File: config.mk
export PLATFORM = sky130hd
export DESIGN_NAME = rot_position
export DESIGN_NICKNAME = d
export VERILOG_FILES = /design/src/rtl/rot_position.sv
export SDC_FILE = /design/constraint.sdc
export NUM_CORES = 1
export LEC_CHECK = 0
export CORE_MARGIN = 5
export CORE_UTILIZATION = 58
export CTS_CLUSTER_DIAMETER = 200
export DETAILED_ROUTE_END_ITERATION = 6
export PLACE_DENSITY = 0.83
export SYNTH_ARGS = -nofsm -noshare
export SYNTH_HDL_FRONTEND = slang
export SYNTH_SLANG_ARGS = --single-unit
File: constraint.sdc
create_clock -name clk -period 5.4 [get_ports clk]
set_input_delay 1.08 -clock clk [delete_from_list [all_inputs] [get_ports clk]]
set_output_delay 1.08 -clock clk [all_outputs]
set_load 0.03 [all_outputs]
File: src/rtl/rot_position.sv
// Rotary position accumulator: saturating/wrapping bounded position with parallel load.
// Define ROT_POS_ACCEL_EN to build the speed-dependent step acceleration FSM.
module rot_position #(
  parameter int WIDTH      = 8,
  parameter int MIN_VAL    = 0,
  parameter int MAX_VAL    = 99,
  parameter int FAST_GAP   = 100,
  parameter int FAST_COUNT = 3,
  parameter int FAST_STEP  = 5
) (
  input  logic             clk,
  input  logic             nrst,
  input  logic             rotated,
  input  logic             dir,
  input  logic             wrap_en,
  input  logic             load,
  input  logic [WIDTH-1:0] load_val,
  output logic [WIDTH-1:0] pos,
  output logic             changed,
  output logic             at_min,
  output logic             at_max,
  output logic             fast
);

  localparam int XW = WIDTH + 1;
  localparam logic [XW-1:0]    MIN_X       = XW'(MIN_VAL);
  localparam logic [XW-1:0]    MAX_X       = XW'(MAX_VAL);
  localparam logic [XW-1:0]    ONE_X       = XW'(1);
  localparam logic [XW-1:0]    FAST_STEP_X = XW'(FAST_STEP);
  localparam logic [WIDTH-1:0] MIN_W       = WIDTH'(MIN_VAL);
  localparam logic [WIDTH-1:0] MAX_W       = WIDTH'(MAX_VAL);

  // Elaboration-time guard on the parameter set.
  if (!(MIN_VAL >= 0 && MIN_VAL < MAX_VAL && MAX_VAL < (1 << WIDTH) &&
        FAST_STEP >= 1 && FAST_STEP <= MAX_VAL - MIN_VAL &&
        FAST_GAP >= 1 && FAST_COUNT >= 1)) begin : g_param_check
    $error("rot_position: illegal parameter combination");
  end

  logic [WIDTH-1:0] pos_q, pos_d;
  logic             changed_q, changed_d;
  logic             at_min_q, at_min_d;
  logic             at_max_q, at_max_d;
  logic             use_fast_step;

  logic [XW-1:0] step_x;
  logic [XW-1:0] pos_x;
  logic [XW-1:0] sum_x;
  logic [XW-1:0] deficit_x;
  logic [XW-1:0] stepped_x;
  logic [XW-1:0] load_x;
  logic [XW-1:0] clamped_x;

  // All range arithmetic is one bit wider so pos+step never overflows.
  always_comb begin
    step_x    = use_fast_step ? FAST_STEP_X : ONE_X;
    pos_x     = {1'b0, pos_q};
    sum_x     = pos_x + step_x;
    deficit_x = MIN_X + step_x - pos_x - ONE_X;
    stepped_x = pos_x;
    if (dir) begin
      if (sum_x <= MAX_X)  stepped_x = sum_x;
      else if (wrap_en)    stepped_x = MIN_X + (sum_x - MAX_X - ONE_X);
      else                 stepped_x = MAX_X;
    end else begin
      if (pos_x >= MIN_X + step_x) stepped_x = pos_x - step_x;
      else if (wrap_en)            stepped_x = MAX_X - deficit_x;
      else                         stepped_x = MIN_X;
    end
  end

  always_comb begin
    load_x    = {1'b0, load_val};
    clamped_x = load_x;
    if (load_x < MIN_X)      clamped_x = MIN_X;
    else if (load_x > MAX_X) clamped_x = MAX_X;
  end

  // Load wins over a same-cycle strobe; the strobe is simply dropped.
  always_comb begin
    pos_d = pos_q;
    if (load)         pos_d = clamped_x[WIDTH-1:0];
    else if (rotated) pos_d = stepped_x[WIDTH-1:0];
    changed_d = (pos_d != pos_q);
    at_min_d  = (pos_d == MIN_W);
    at_max_d  = (pos_d == MAX_W);
  end

  always_ff @(posedge clk or negedge nrst) begin
    if (!nrst) begin
      pos_q     <= MIN_W;
      changed_q <= 1'b0;
      at_min_q  <= 1'b1;
      at_max_q  <= 1'b0;
    end else begin
      pos_q     <= pos_d;
      changed_q <= changed_d;
      at_min_q  <= at_min_d;
      at_max_q  <= at_max_d;
    end
  end

  assign pos     = pos_q;
  assign changed = changed_q;
  assign at_min  = at_min_q;
  assign at_max  = at_max_q;

`ifdef ROT_POS_ACCEL_EN
  localparam int TW = (FAST_GAP   < 1) ? 1 : $clog2(FAST_GAP + 1);
  localparam int SW = (FAST_COUNT < 1) ? 1 : $clog2(FAST_COUNT + 1);
  localparam logic [TW-1:0] GAP_T   = TW'(FAST_GAP);
  localparam logic [SW-1:0] COUNT_S = SW'(FAST_COUNT);

  typedef enum logic {ST_SLOW, ST_FAST} state_t;

  state_t        state_q, state_d;
  logic [SW-1:0] streak_q, streak_d, streak_inc;
  logic [TW-1:0] timer_q, timer_d;
  logic          last_dir_q, last_dir_d;
  logic          quick;

  always_ff @(posedge clk or negedge nrst) begin
    if (!nrst) begin
      state_q    <= ST_SLOW;
      streak_q   <= '0;
      timer_q    <= GAP_T;
      last_dir_q <= 1'b0;
    end else begin
      state_q    <= state_d;
      streak_q   <= streak_d;
      timer_q    <= timer_d;
      last_dir_q <= last_dir_d;
    end
  end

  // A detent is "quick" when it continues the same direction before the gap timer saturates.
  always_comb begin
    state_d       = state_q;
    streak_d      = streak_q;
    last_dir_d    = last_dir_q;
    use_fast_step = 1'b0;
    quick         = (dir == last_dir_q) && (timer_q < GAP_T);
    streak_inc    = (streak_q < COUNT_S) ? streak_q + SW'(1) : COUNT_S;
    timer_d       = (timer_q < GAP_T) ? timer_q + TW'(1) : GAP_T;
    if (load) begin
      state_d  = ST_SLOW;
      streak_d = '0;
      timer_d  = GAP_T;
    end else if (rotated) begin
      timer_d    = '0;
      last_dir_d = dir;
      unique case (state_q)
        ST_SLOW: begin
          streak_d = quick ? streak_inc : SW'(1);
          if (quick ? (streak_inc >= COUNT_S) : (COUNT_S <= SW'(1))) state_d = ST_FAST;
        end
        ST_FAST: begin
          if (quick) begin
            use_fast_step = 1'b1;
          end else begin
            state_d  = ST_SLOW;
            streak_d = SW'(1);
          end
        end
      endcase
    end else if (state_q == ST_FAST && timer_d == GAP_T) begin
      state_d  = ST_SLOW;
      streak_d = '0;
    end
  end

  always_comb begin
    fast = (state_q == ST_FAST);
  end
`else
  always_comb begin
    use_fast_step = 1'b0;
    fast          = 1'b0;
  end
`endif

endmodule
Word-level counts from Yosys, hierarchy flattened
Index checks and enable logic that the tools add are counted.
{ "word_totals": {"register_bits": 11, "input_bits": 14, "out_inout_bits": 12, "word_cells": 25} }
{ "op_classes": {"n_addsub": 7, "n_lt_le_gt_ge": 3, "n_eq_ne": 2, "muxes": 8, "n_reduce_logical": 1} }
{ "op_table": {"columns": ["operator", "count"], "rows": [
  ["$mux 8", 8],
  ["$sub 8x1->8 const B", 3],
  ["$add 8x1->9 const B", 1],
  ["$le 9x7->1 const B", 1],
  ["$eq 8x7->1 const B", 1],
  ["$ge 8x1->1 const B", 1],
  ["$gt 8x7->1 const B", 1],
  ["$logic_not 8->1", 1],
  ["$ne 8x8->1", 1],
  ["$sub 1x8->8 const A", 1],
  ["$sub 7x8->8 const A", 1],
  ["$sub 8x7->8 const B", 1]
]} }

Logic depth before layout (Yosys ltp)
Gate-level depths: netlist of the first run.
{ "depth": {"ltp_word": 9, "ltp_mapped": 12, "ltp_nobuf": 10} }

Worst setup path before layout of the first run
OpenSTA, ideal clock, no wires.
{ "synth_timing": {"kind": "reg-to-reg", "from": "register pos_q[2] (netlist: pos[2])", "to": "register changed_q (netlist: changed)", "setup_ns": 0.138, "t_arrival_ns": 3.066, "slack_ns": 2.197, "stages_incl_launch_ff": 13, "path_buffers": 3, "path_cell_list": "dfrtp_1 buf_2 buf_1 nand3_1 xor2_1 ha_1 and3_1 buf_1 o31a_1 o311a_1 mux2_2 nor4_1 nand4_1"} }
{ "synth_via": {"elab_chain_len": 9, "elab_cells_between_ends": 17, "classes_between": "add/sub: 7; order compare: 2; eq/ne: 1; mux: 7"} }
{ "synth_lines": {"columns": ["element", "line", "source"], "rows": [
  ["start: declaration", "40", "logic [WIDTH-1:0] pos_q, pos_d;"],
  ["start signal: assignment", "96", "pos_q <= pos_d;"],
  ["$sub 1x8->8 or $add 8x1->9 (tied branches)", "59, 58", null],
  ["$sub 8x1->8 or $sub 8x7->8 (tied branches)", "59, 63", null],
  ["$sub 7x8->8 or $sub 8x1->8 (tied branches)", "67, 63", null],
  ["$mux 8, on equally long branches", "67, 63", null],
  ["$mux 8, on equally long branches", "66, 62", null],
  ["$mux 8", "61", "if (dir) begin"],
  ["$mux 8", "83", "else if (rotated) pos_d = stepped_x[WIDTH-1:0];"],
  ["$mux 8", "82", "if (load) pos_d = clamped_x[WIDTH-1:0];"],
  ["$ne 8x8->1 (*)", "84", "changed_d = (pos_d != pos_q);"],
  ["net changed_d", "41", "logic changed_q, changed_d;"],
  ["end signal: assignment", "97", "changed_q <= changed_d;"],
  ["end: declaration", "41", null]
]} }
The timed path passes the listed nets; every way through them passes the cells marked *.

Worst setup path in the final report of the first run
{ "layout_timing": {"from": "register pos_q[0] (netlist: pos[0])", "to": "register changed_q (netlist: changed)"} }
{ "layout_via": {"elab_chain_len": 9, "elab_cells_between_ends": 17, "classes_between": "add/sub: 7; order compare: 2; eq/ne: 1; mux: 7"} }
{ "layout_lines": {"columns": ["element", "line"], "rows": [
  ["$sub 1x8->8 or $add 8x1->9 (tied branches)", "59, 58"],
  ["$sub 8x1->8 or $sub 8x7->8 (tied branches)", "59, 63"],
  ["$sub 7x8->8 or $sub 8x1->8 (tied branches)", "67, 63"],
  ["$mux 8, on equally long branches", "67, 63"],
  ["$mux 8, on equally long branches", "66, 62"],
  ["$mux 8", "61"],
  ["$mux 8 (*)", "83"],
  ["$mux 8 (*)", "82"],
  ["net pos_d[0]", "40"],
  ["$ne 8x8->1 (*)", "84"],
  ["net changed_d", "41"]
]} }
Marks and branches as above.

==> summary.txt, run 1 <==
Run status
  – Outcome: complete, no violations

Die
  – Row count: 19
  – IO Pins: 26
  – Initial Utilization: 59.5%
  – Die Height: ~62 um
  – Core Region: roughly 0.0027 sq mm
  – Die Width: roughly 62 um
  – Die area: between 0.003 and 0.004 sq mm

Route
  – Vias: ~1800
  – Per-cell routed wire length: approximately 19 um
  – ANT nets after route: 0
  – DRC Markers: 0
  – Routed vias/inst: roughly 7.2
  – Drt first pass iters: 7
  – Final wirelength: about 5000 um
  – Initial DRC Count: roughly 250

Placed design
  – Dpl cells: between 200 and 300
  – Input/output buffers: 24
  – Routability congestion estimate: about 0.96
  – HPWL Detailed: roughly 3800 um

Clock network
  – Setup Fix Bufs, Post-CTS: 0
  – TritonCTS buffer count: 3
  – H-tree Lvls: 1
  – CTS root buffer: clkbuf_4
  – Max Buffers Root-to-Sink: 2
  – TritonCTS clock tree: yes
  – # resized after CTS: 0
  – TritonCTS Sinks: 11
  – Later-pin clock latency in the skew report: between 0.2 and 0.3 ns
  – Worst-path clk slew: ~0.06 ns
  – Hold buffer count at cts: 0

STA
  – Pins Over Slew Limit: 0
  – Slew @ Worst Pin: 0.867 ns
  – Setup total negative slack: 0 ns
  – Final Skew: around 0.00047 ns
  – RSZ-0062 raised after global routing: false
  – Hold_ws: between 0.7 and 0.8 ns
  – Minimum clock period: about 3.6 ns
  – Fmax: 279 MHz
  – Share of the clock period used by the worst path: about two thirds
  – Hold Fails Final Rpt: 0
  – Slew headroom: around two fifths
  – Final setup violation count: 0

Yosys
  – Post-synth EDFFs: 0
  – #FFs+latches synth: 11
  – Post-Syn Nets: ~240
  – Mapped cell area: ~0.0016 sq mm
  – Netlist cell types: 62
  – Mapped Cells: between 200 and 250
  – Post-synth ARST share: between 90% and 100%
  – Avg Cell Area, Syn: 7.40 sq um
  – YS warnings: 0
  – Top FF cell, synth: dfrtp_1
  – Post-synthesis sequential area ratio: about 17%

Cells and area
  – Final Net Count: ~250
  – Inserted Diodes: 0
  – Fillcell total: about 240
  – Core Util, Final: between 60% and 70%
  – Ratio of cells with drive above 1 in the final layout: between 7 and 8%
  – P&R area growth vs syn: 13.7%
  – Most frequent cells in the layout: clkdlybuf4s50_1 (24), nand2_1 (20), a21oi_1 (16)
  – Non-Filler Instances: between 200 and 300
  – Leading cell type in the layout, fill and taps excluded: clkdlybuf4s50_1

Worst setup path
  – Slowest stage delay, CP: about 0.73 ns
  – Critical Path AT: about 3.7 ns
  – CP endpoint kind: flop
  – CP Max Fanout: 12
  – Critical Path RT: between 5 and 6 ns
  – Crit-path slowest cell: nor4b_1
  – Cell breakdown of the critical path: inv_1 -> ha_1 -> nor4b_1 -> nand3_1 -> o311ai_0 -> a31o_2 -> o41ai_4 -> xnor2_1 -> nor4_1 -> nand4_1
  – Crit start category: flop
  – WS Path Type: flop to flop

Global route
  – Total grt overflow: 0
  – Largest net degree at the start of global routing: 21
  – First-pass GRT wire length: around 8400 um
  – Number of global-route vias before repair: about 1700
  – Initial antenna violation count: 0
  – Total GRT Usage: between 20% and 30%

Run
  – Maxcap violations: 0

Min path
  – Hold Path Class: flop to flop

Power
  – PwrDens: ~240 mW/mm^2
  – LEAKAGE: 0.694 nW
  – Max VDD drop: 0.291 mV
## routing by layer
metal  vias up  wire length (um)  global-route usage (%)
met1       845              2040                    32.5
met2       131              2300                    40.9
met3        28               448                    5.94
li1        840                 -                       -
met5         -                 0                       0
met4         0               193                    10.1
## Yosys cell counts (all sizes together), types with 3 or more instances
cell type | n | area (sq um)
ha | 5 | 62.6
o211ai | 6 | 45.0
or3 | 5 | 31.3
inv | 11 | 41.3
o311ai | 7 | 68.8
xor2 | 3 | 26.3
o311a | 3 | 30.0
buf | 8 | 45.0
nor3 | 6 | 30.0
mux2i | 4 | 40.0
o31a | 3 | 26.3
nand2 | 20 | 75.1
nor2 | 12 | 45.0
a21oi | 16 | 80.1
nor2b | 4 | 25.0
a31oi | 4 | 25.0
nand3 | 11 | 60.1
dfrtp | 10 | 250
and2 | 3 | 18.8
xnor2 | 6 | 52.6
o21ai | 11 | 55.1
and3 | 8 | 58.8
clkbuf | 11 | 41.3
## registers in the layout, indices dropped and copies added (netlist names)
name and cells:
pos 8, at_min 1, changed 1, at_max 1
## worst max-delay path, delay by kind of cell, from the launching register on
| kind | cells | cell delay, ns |
|---|---|---|
| flip-flops | 1 | 0.54 |
| adder cells (fa/ha/maj) | 1 | 0.24 |
| buffers and inverters | 1 | 0.24 |
| XOR/XNOR | 1 | 0.16 |
| AO/OA/AOI/OAI | 3 | 0.71 |
| AND/OR/NAND/NOR | 4 | 1.54 |
## layout make-up
type                       count  area, sq um  area share (%)
clock buffer                   4         26.3            1.45
inverter                      11         41.3            2.27
multi-input combinational    175         1190            65.7
sequential                    11          277            15.2
tap                           31         38.8            2.13
timing repair buffer          24          240            13.2
## path summary, 6_finish.rpt
check | startpoint | end | slack, ns | cells past startpoint
max reg2reg | pos[0] | changed | 1.82 | 10
max in group asynchronous | nrst | at_min | 3.91 | 1
max | pos[0] | changed | 1.82 | 10
min | pos[7] | pos[7] | 0.79 | 2
min in group asynchronous | nrst | pos[4] | 1.14 | 1
min reg2reg | pos[7] | pos[7] | 0.79 | 2
## stage by stage
step | power (W) | worst slack, ns | cell area [sq um]
after floorplan | 0.000301 | 2.20 | 1600
after global placement | 0.000369 | 1.79 | 1790
after detailed placement | 0.000372 | 1.79 | 1790
after CTS | 0.000429 | 1.89 | 1820
after global routing | 0.000464 | 1.58 | 1820
final | 0.000433 | 1.82 | 1820
## logic make-up after synthesis
group	count (synthesis)	synth area share, %
buffers and inverters	30	7.99
AOI/OAI and AO/OA	73	34.3
other	1	0.235
adders and majority gates	5	3.92
muxes	5	3.21
xor gates and xnor gates	9	4.93
DFF	11	17.3
and+or+nand+nor	82	28.1
## power breakdown
group	internal, W	switching (W)
Clock	0.0000285	0.0000248
Combinational	0.000104	0.000149
Sequential	0.0000917	0.0000351
Power figures use the tool's default switching activity.
==> run 2: changes to the inputs <==
--- a/config.mk
+++ b/config.mk
@@ -6,10 +6,10 @@
 export NUM_CORES = 1
 export LEC_CHECK = 0
 export CORE_MARGIN = 5
-export CORE_UTILIZATION = 58
+export CORE_UTILIZATION = 54
 export CTS_CLUSTER_DIAMETER = 200
 export DETAILED_ROUTE_END_ITERATION = 6
-export PLACE_DENSITY = 0.83
+export PLACE_DENSITY = 0.78
 export SYNTH_ARGS = -nofsm -noshare
 export SYNTH_HDL_FRONTEND = slang
 export SYNTH_SLANG_ARGS = --single-unit
==> constraint.sdc (replaced) <==
create_clock -name clk -period 3.6 [get_ports clk]
set_input_delay 0.72 -clock clk [delete_from_list [all_inputs] [get_ports clk]]
set_output_delay 0.72 -clock clk [all_outputs]
set_load 0.03 [all_outputs]
==> summary.txt, run 2 (synthesis gave the netlist of run 1 again) <==
Run status
  – Outcome: complete, no violations

Die
  – Row count: 19 (unchanged)
  – Die area: 0.00415 sq mm (+6.2%)
  – Die Height: 64.4 um (+3.1%)
  – Core Region: 0.00281 sq mm (+4.4%)
  – Initial Utilization: 57.0% (-2.5 points)
  – IO Pins: 26 (unchanged)
  – Die Width: 64.4 um (+3.1%)

Global route
  – Number of global-route vias before repair: 1869 (+8.7%)
  – Total grt overflow: 0 (unchanged)
  – Initial antenna violation count: 0 (unchanged)
  – Global route hottest layer: met2
  – Largest net degree at the start of global routing: 18 (-14%)
  – First-pass GRT wire length: 8720 um (+3.4%)
  – Grt met3 use: 4.55% (-1.4 points)
  – Total GRT Usage: 25.9% (+0.54 points)
  – Met1 usage: 31.9% (-0.54 points)
  – Grt met2 use: 43.4% (+2.5 points)

Worst setup path
  – CP endpoint kind: flop
  – CP Max Fanout: 12 (unchanged)
  – Critical Path RT: 3.73 ns (-1.80 ns)
  – Critical Path AT: 3.49 ns (-0.22 ns)
  – Crit-path slowest cell: dfrtp_1
  – Cell breakdown of the critical path: ha_1 -> a21bo_1 -> or4b_4 -> and3_4 -> o31ai_1 -> a31oi_1 -> mux2i_1 -> nor4_1 -> nand4_1
  – Crit start category: flop
  – Slowest stage delay, CP: 0.59 ns (-0.14 ns)
  – WS Path Type: flop to flop

Cells and area
  – P&R area growth vs syn: 18.9%
  – Multi-input gate area: 0.00119 sq mm (unchanged)
  – Ratio of cells with drive above 1 in the final layout: 11.4% (+4.3 points)
  – Final Net Count: 256 (+4.5%)
  – FF/Latch Area: 277 sq um (unchanged)
  – Most frequent cells in the layout: clkdlybuf4s50_1 (24), nand2_1 (20), a21oi_1 (16)
  – Core Util, Final: 67.7% (+0.078 points)
  – Fillcell total: 233 (-1.7%)
  – Leading cell type in the layout, fill and taps excluded: clkdlybuf4s50_1
  – Number of flip-flops in the largest register: 8 (unchanged)
  – Inserted Diodes: 0 (unchanged)
  – Design Area, Final: 0.00190 sq mm (+4.5%)

Route
  – Drt first pass iters: 5 (-2)
  – Final wirelength: 5260 um (+5.6%)
  – Vias: 1910 (+3.6%)
  – Per-cell routed wire length: 19.7 um (+1.3%)
  – DRC Markers: 0 (unchanged)
  – Routed vias/inst: 7.15 (-0.69%)
  – ANT nets after route: 0 (unchanged)
  – Initial DRC Count: 178 (-28%)

STA
  – Slew headroom: 61.2% (+20 points)
  – RSZ-0062 raised after global routing: false
  – Pins Over Slew Limit: 0 (unchanged)
  – Minimum clock period: 3.36 ns (-0.225 ns)
  – Setup total negative slack: 0 ns (unchanged)
  – Fmax: 298 MHz (+6.7%)
  – Hold_ws: 0.705 ns (-0.0806 ns)
  – Hold Fails Final Rpt: 0 (unchanged)
  – Share of the clock period used by the worst path: 93.3% (+27 points)
  – Slew @ Worst Pin: 0.582 ns (-0.285 ns)
  – Final setup violation count: 0 (unchanged)
  – Final Skew: 0.00816 ns (+0.00769 ns)

Power
  – Max VDD drop: 0.338 mV (+16%)
  – LEAKAGE: 0.748 nW (+7.8%)
  – Total power: 0.000672 W (+55%)
  – PwrDens: 354 mW/mm^2 (+48%)

Clock network
  – Later-pin clock latency in the skew report: 0.27 ns (about the same)
  – H-tree Lvls: 1 (unchanged)
  – Max Buffers Root-to-Sink: 2 (unchanged)
  – Worst-path clk slew: 0.07 ns (about the same)
  – # resized after CTS: 0 (unchanged)
  – TritonCTS Sinks: 11 (unchanged)
  – CTS root buffer: clkbuf_4
  – Setup Fix Bufs, Post-CTS: 0 (unchanged)
  – Hold buffer count at cts: 0 (unchanged)
  – TritonCTS clock tree: yes
  – TritonCTS buffer count: 3 (unchanged)

Placed design
  – Input/output buffers: 24 (unchanged)
  – HPWL Detailed: 4060 um (+8.0%)
  – Post-DP Area: 0.00187 sq mm (+4.6%)
  – Routability congestion estimate: 1.01 (+5.2%)

Min path
  – Hold Path Class: flop to flop

Run
  – Maxcap violations: 0 (unchanged)
==> run 2: metal layers <==
metal	vias up	share of wire (%)	routed length [um]
li1	860	-	-
met2	115	47	2480
met1	910	40	2110
met4	0	4.0	212
met5	-	0	0
met3	25	8.5	448
==> run 2: per-stage QoR <==
stage / cells / setup WS [ns]
2_1_floorplan: 216 / 0.397
3_3_place_gp: 263 / 0.438
3_5_place_dp: 263 / 0.310
4_1_cts: 267 / 0.285
5_1_grt: 267 / 0.0126
6_report: 267 / 0.243
==> run 2: cell type report <==
class / instances / share of cell area [%]
clock buffer: 4 / 1.38
inverter: 11 / 2.17
multi-input combinational: 175 / 62.8
sequential: 11 / 14.6
tap: 31 / 2.04
timing repair buffer: 35 / 17.0
==> run 2: final timing paths <==
kind | startpoint | to | slack, ns | depth (start not counted)
min in group asynchronous | nrst | pos[3] | 0.77 | 1
worst max register to register | pos[0] | changed | 0.24 | 9
worst min register to register | pos[4] | changed | 0.71 | 2
worst min-delay path | pos[4] | changed | 0.71 | 2
max in group asynchronous | nrst | at_min | 2.48 | 1
worst max-delay path | pos[0] | changed | 0.24 | 9
==> run 2: critical path, delay by kind of cell (launching register included) <==
family                   cells  cell delay (ns)
AND/OR/NAND/NOR              4             1.08
AO/OA/AOI/OAI                3             0.99
flip-flops                   1             0.59
adder cells (fa/ha/maj)      1             0.36
multiplexers                 1             0.19
==> run 2: power breakdown <==
group	leakage, nW	internal (W)	switching, W	total, W
sequential	0.127	0.000138	0.0000394	0.000177
combinational	0.606	0.000172	0.000239	0.000411
clock	0.0150	0.0000429	0.0000408	0.0000837
total	0.748	0.000353	0.000319	0.000672
==> run 3: changes to the inputs <==
--- a/config.mk
+++ b/config.mk
@@ -6,10 +6,11 @@
 export NUM_CORES = 1
 export LEC_CHECK = 0
 export CORE_MARGIN = 5
-export CORE_UTILIZATION = 54
+export CORE_UTILIZATION = 64
 export CTS_CLUSTER_DIAMETER = 200
 export DETAILED_ROUTE_END_ITERATION = 6
-export PLACE_DENSITY = 0.78
+export DONT_BUFFER_PORTS = 1
+export PLACE_DENSITY = 0.77
 export SYNTH_ARGS = -nofsm -noshare
 export SYNTH_HDL_FRONTEND = slang
 export SYNTH_SLANG_ARGS = --single-unit
==> summary.txt, run 3 (synthesis gave the netlist of run 1 again) <==
Worst setup path
  – Crit start category: flop
  – CP endpoint kind: flop
  – R2R depth: 9 (unchanged)
  – Worst reg2reg path startpoint: pos[0]
  – CP Max Fanout: 7 (-5)
  – Cell breakdown of the critical path: ha_1 -> a21bo_1 -> or4b_4 -> and3_4 -> o31a_1 -> o41ai_4 -> xnor2_1 -> nor4_1 -> nand4_1
  – Crit-path slowest cell: or4b_4
  – Critical Path AT: 3.38 ns (-0.11 ns)
  – WS Path Type: flop to flop
  – Flop-to-flop setup slack: 0.37 ns (+0.13 ns)
  – Worst r2r dst: changed
  – Critical Path RT: 3.75 ns (+0.02 ns)
  – Slowest stage delay, CP: 0.48 ns (-0.11 ns)

Clock network
  – TritonCTS buffer count: 3 (unchanged)
  – Setup Fix Bufs, Post-CTS: 0 (unchanged)
  – Worst-path clk slew: 0.07 ns (about the same)
  – Hold buffer count at cts: 0 (unchanged)
  – TritonCTS clock tree: yes
  – Max Buffers Root-to-Sink: 2 (unchanged)
  – Later-pin clock latency in the skew report: 0.28 ns (about the same)
  – CTS root buffer: clkbuf_4
  – # resized after CTS: 0 (unchanged)
  – H-tree Lvls: 1 (unchanged)
  – TritonCTS Sinks: 11 (unchanged)

Die
  – Core Region: 0.00243 sq mm (-13%)
  – Die area: 0.00360 sq mm (-13%)
  – Row count: 18 (-1)
  – Die Height: 60.0 um (-6.9%)
  – Initial Utilization: 65.7% (+8.7 points)
  – IO Pins: 26 (unchanged)
  – Die Width: 60.0 um (-6.9%)

Route
  – Vias: 1776 (-7.0%)
  – ANT nets after route: 0 (unchanged)
  – Routed vias/inst: 7.31 (+2.2%)
  – Drt first pass iters: 5 (unchanged)
  – Final wirelength: 4770 um (-9.2%)
  – DRC Markers: 0 (unchanged)
  – Initial DRC Count: 156 (-12%)
  – Per-cell routed wire length: 19.6 um (-0.28%)

Placed design
  – Routability congestion estimate: 0.989 (-1.9%)
  – Place WS: 0.431 ns (+0.121 ns)
  – HPWL Detailed: 3710 um (-8.7%)
  – Dpl cells: 239 (-9.1%)
  – Input/output buffers: 0 (-100%)

STA
  – Hold Fails Final Rpt: 0 (unchanged)
  – Pins Over Slew Limit: 0 (unchanged)
  – Final worst setup slack: 0.372 ns (+0.129 ns)
  – Share of the clock period used by the worst path: 89.7% (-3.6 points)
  – Fmax: 310 MHz (+4.0%)
  – Final setup violation count: 0 (unchanged)
  – RSZ-0062 raised after global routing: false
  – Final Skew: 0.00275 ns (-0.00542 ns)
  – Setup total negative slack: 0 ns (unchanged)
  – Slew headroom: 54.3% (-6.9 points)
  – Slew @ Worst Pin: 0.680 ns (+0.0989 ns)
  – Hold_ws: 0.126 ns (-0.579 ns)
  – Minimum clock period: 3.23 ns (-0.129 ns)

Cells and area
  – Inserted Diodes: 0 (unchanged)
  – Final Net Count: 233 (-9.0%)
  – Leading cell type in the layout, fill and taps excluded: nand2_1
  – Most frequent cells in the layout: nand2_1 (20), a21oi_1 (16), nor2_1 (12), buf_4 (12)
  – P&R area growth vs syn: 4.31%
  – Non-Filler Instances: 243 (-9.0%)
  – Core Util, Final: 68.5% (+0.81 points)
  – Ratio of cells with drive above 1 in the final layout: 13.6% (+2.2 points)
  – Number of flip-flops in the largest register: 8 (unchanged)

Power
  – PwrDens: 372 mW/mm^2 (+5.1%)
  – Max VDD drop: 0.377 mV (+12%)
  – LEAKAGE: 0.662 nW (-12%)

Run status
  – Outcome: complete, no violations

Global route
  – Number of global-route vias before repair: 1733 (-7.3%)
  – Largest net degree at the start of global routing: 21 (+3)
  – Initial antenna violation count: 0 (unchanged)
  – Total grt overflow: 0 (unchanged)
  – Total GRT Usage: 29.0% (+3.1 points)
  – First-pass GRT wire length: 7890 um (-9.5%)

Min path
  – Hold Path Class: input port to asynchronous set/reset pin

Run
  – Maxcap violations: 0 (unchanged)
## run 3: worst max-delay path by stage
stage | depth (start not counted) | start | slack (ns) | endpoint
after floorplan | 12 | pos[2] | 0.40 | changed
after detailed placement | 9 | pos[0] | 0.43 | changed
final | 9 | pos[0] | 0.37 | changed
after global routing | 10 | pos[2] | 0.19 | changed
after global placement | 9 | pos[0] | 0.49 | changed
after CTS | 9 | pos[0] | 0.40 | changed
## run 3: area by class of cell
| class | instances | area, sq um |
|---|---|---|
| well taps | 30 | 37.5 |
| fillers | 203 | 766 |
| inverters | 11 | 41.3 |
| clock inverters | 1 | 5.00 |
| repair buffers | 12 | 90.1 |
| clock buffers | 3 | 22.5 |
| multi-input cells | 175 | 1190 |
| flip-flops and latches | 11 | 277 |
## run 3: worst max-delay path: cells and delay by family, from the launching register on
kind                       cells  cell delay, ns
DFF                            1            0.44
xor gates and xnor gates       1            0.11
and+or+nand+nor                4            1.21
adders and majority gates      1            0.30
AOI/OAI and AO/OA              3            1.05
## run 3: power breakdown
part	total, W	switching (W)	internal, W
clock	0.0000869	0.0000456	0.0000413
sequential	0.000169	0.0000305	0.000138
combinational	0.000364	0.000222	0.000143
## run 3: through the flow
stage | total power [W] | instance area, sq um
final | 0.000620 | 1670
after global routing | 0.000665 | 1670
after CTS | 0.000615 | 1670
after detailed placement | 0.000526 | 1640
after global placement | 0.000520 | 1640
after floorplan | 0.000452 | 1600
## run 3: per-layer routing
metal / GRT usage, % / part of all wire [%]
met3: 6.48 / 9.6
met4: 18.0 / 5.0
met2: 46.0 / 46
met1: 35.3 / 40
met5: 0 / 0
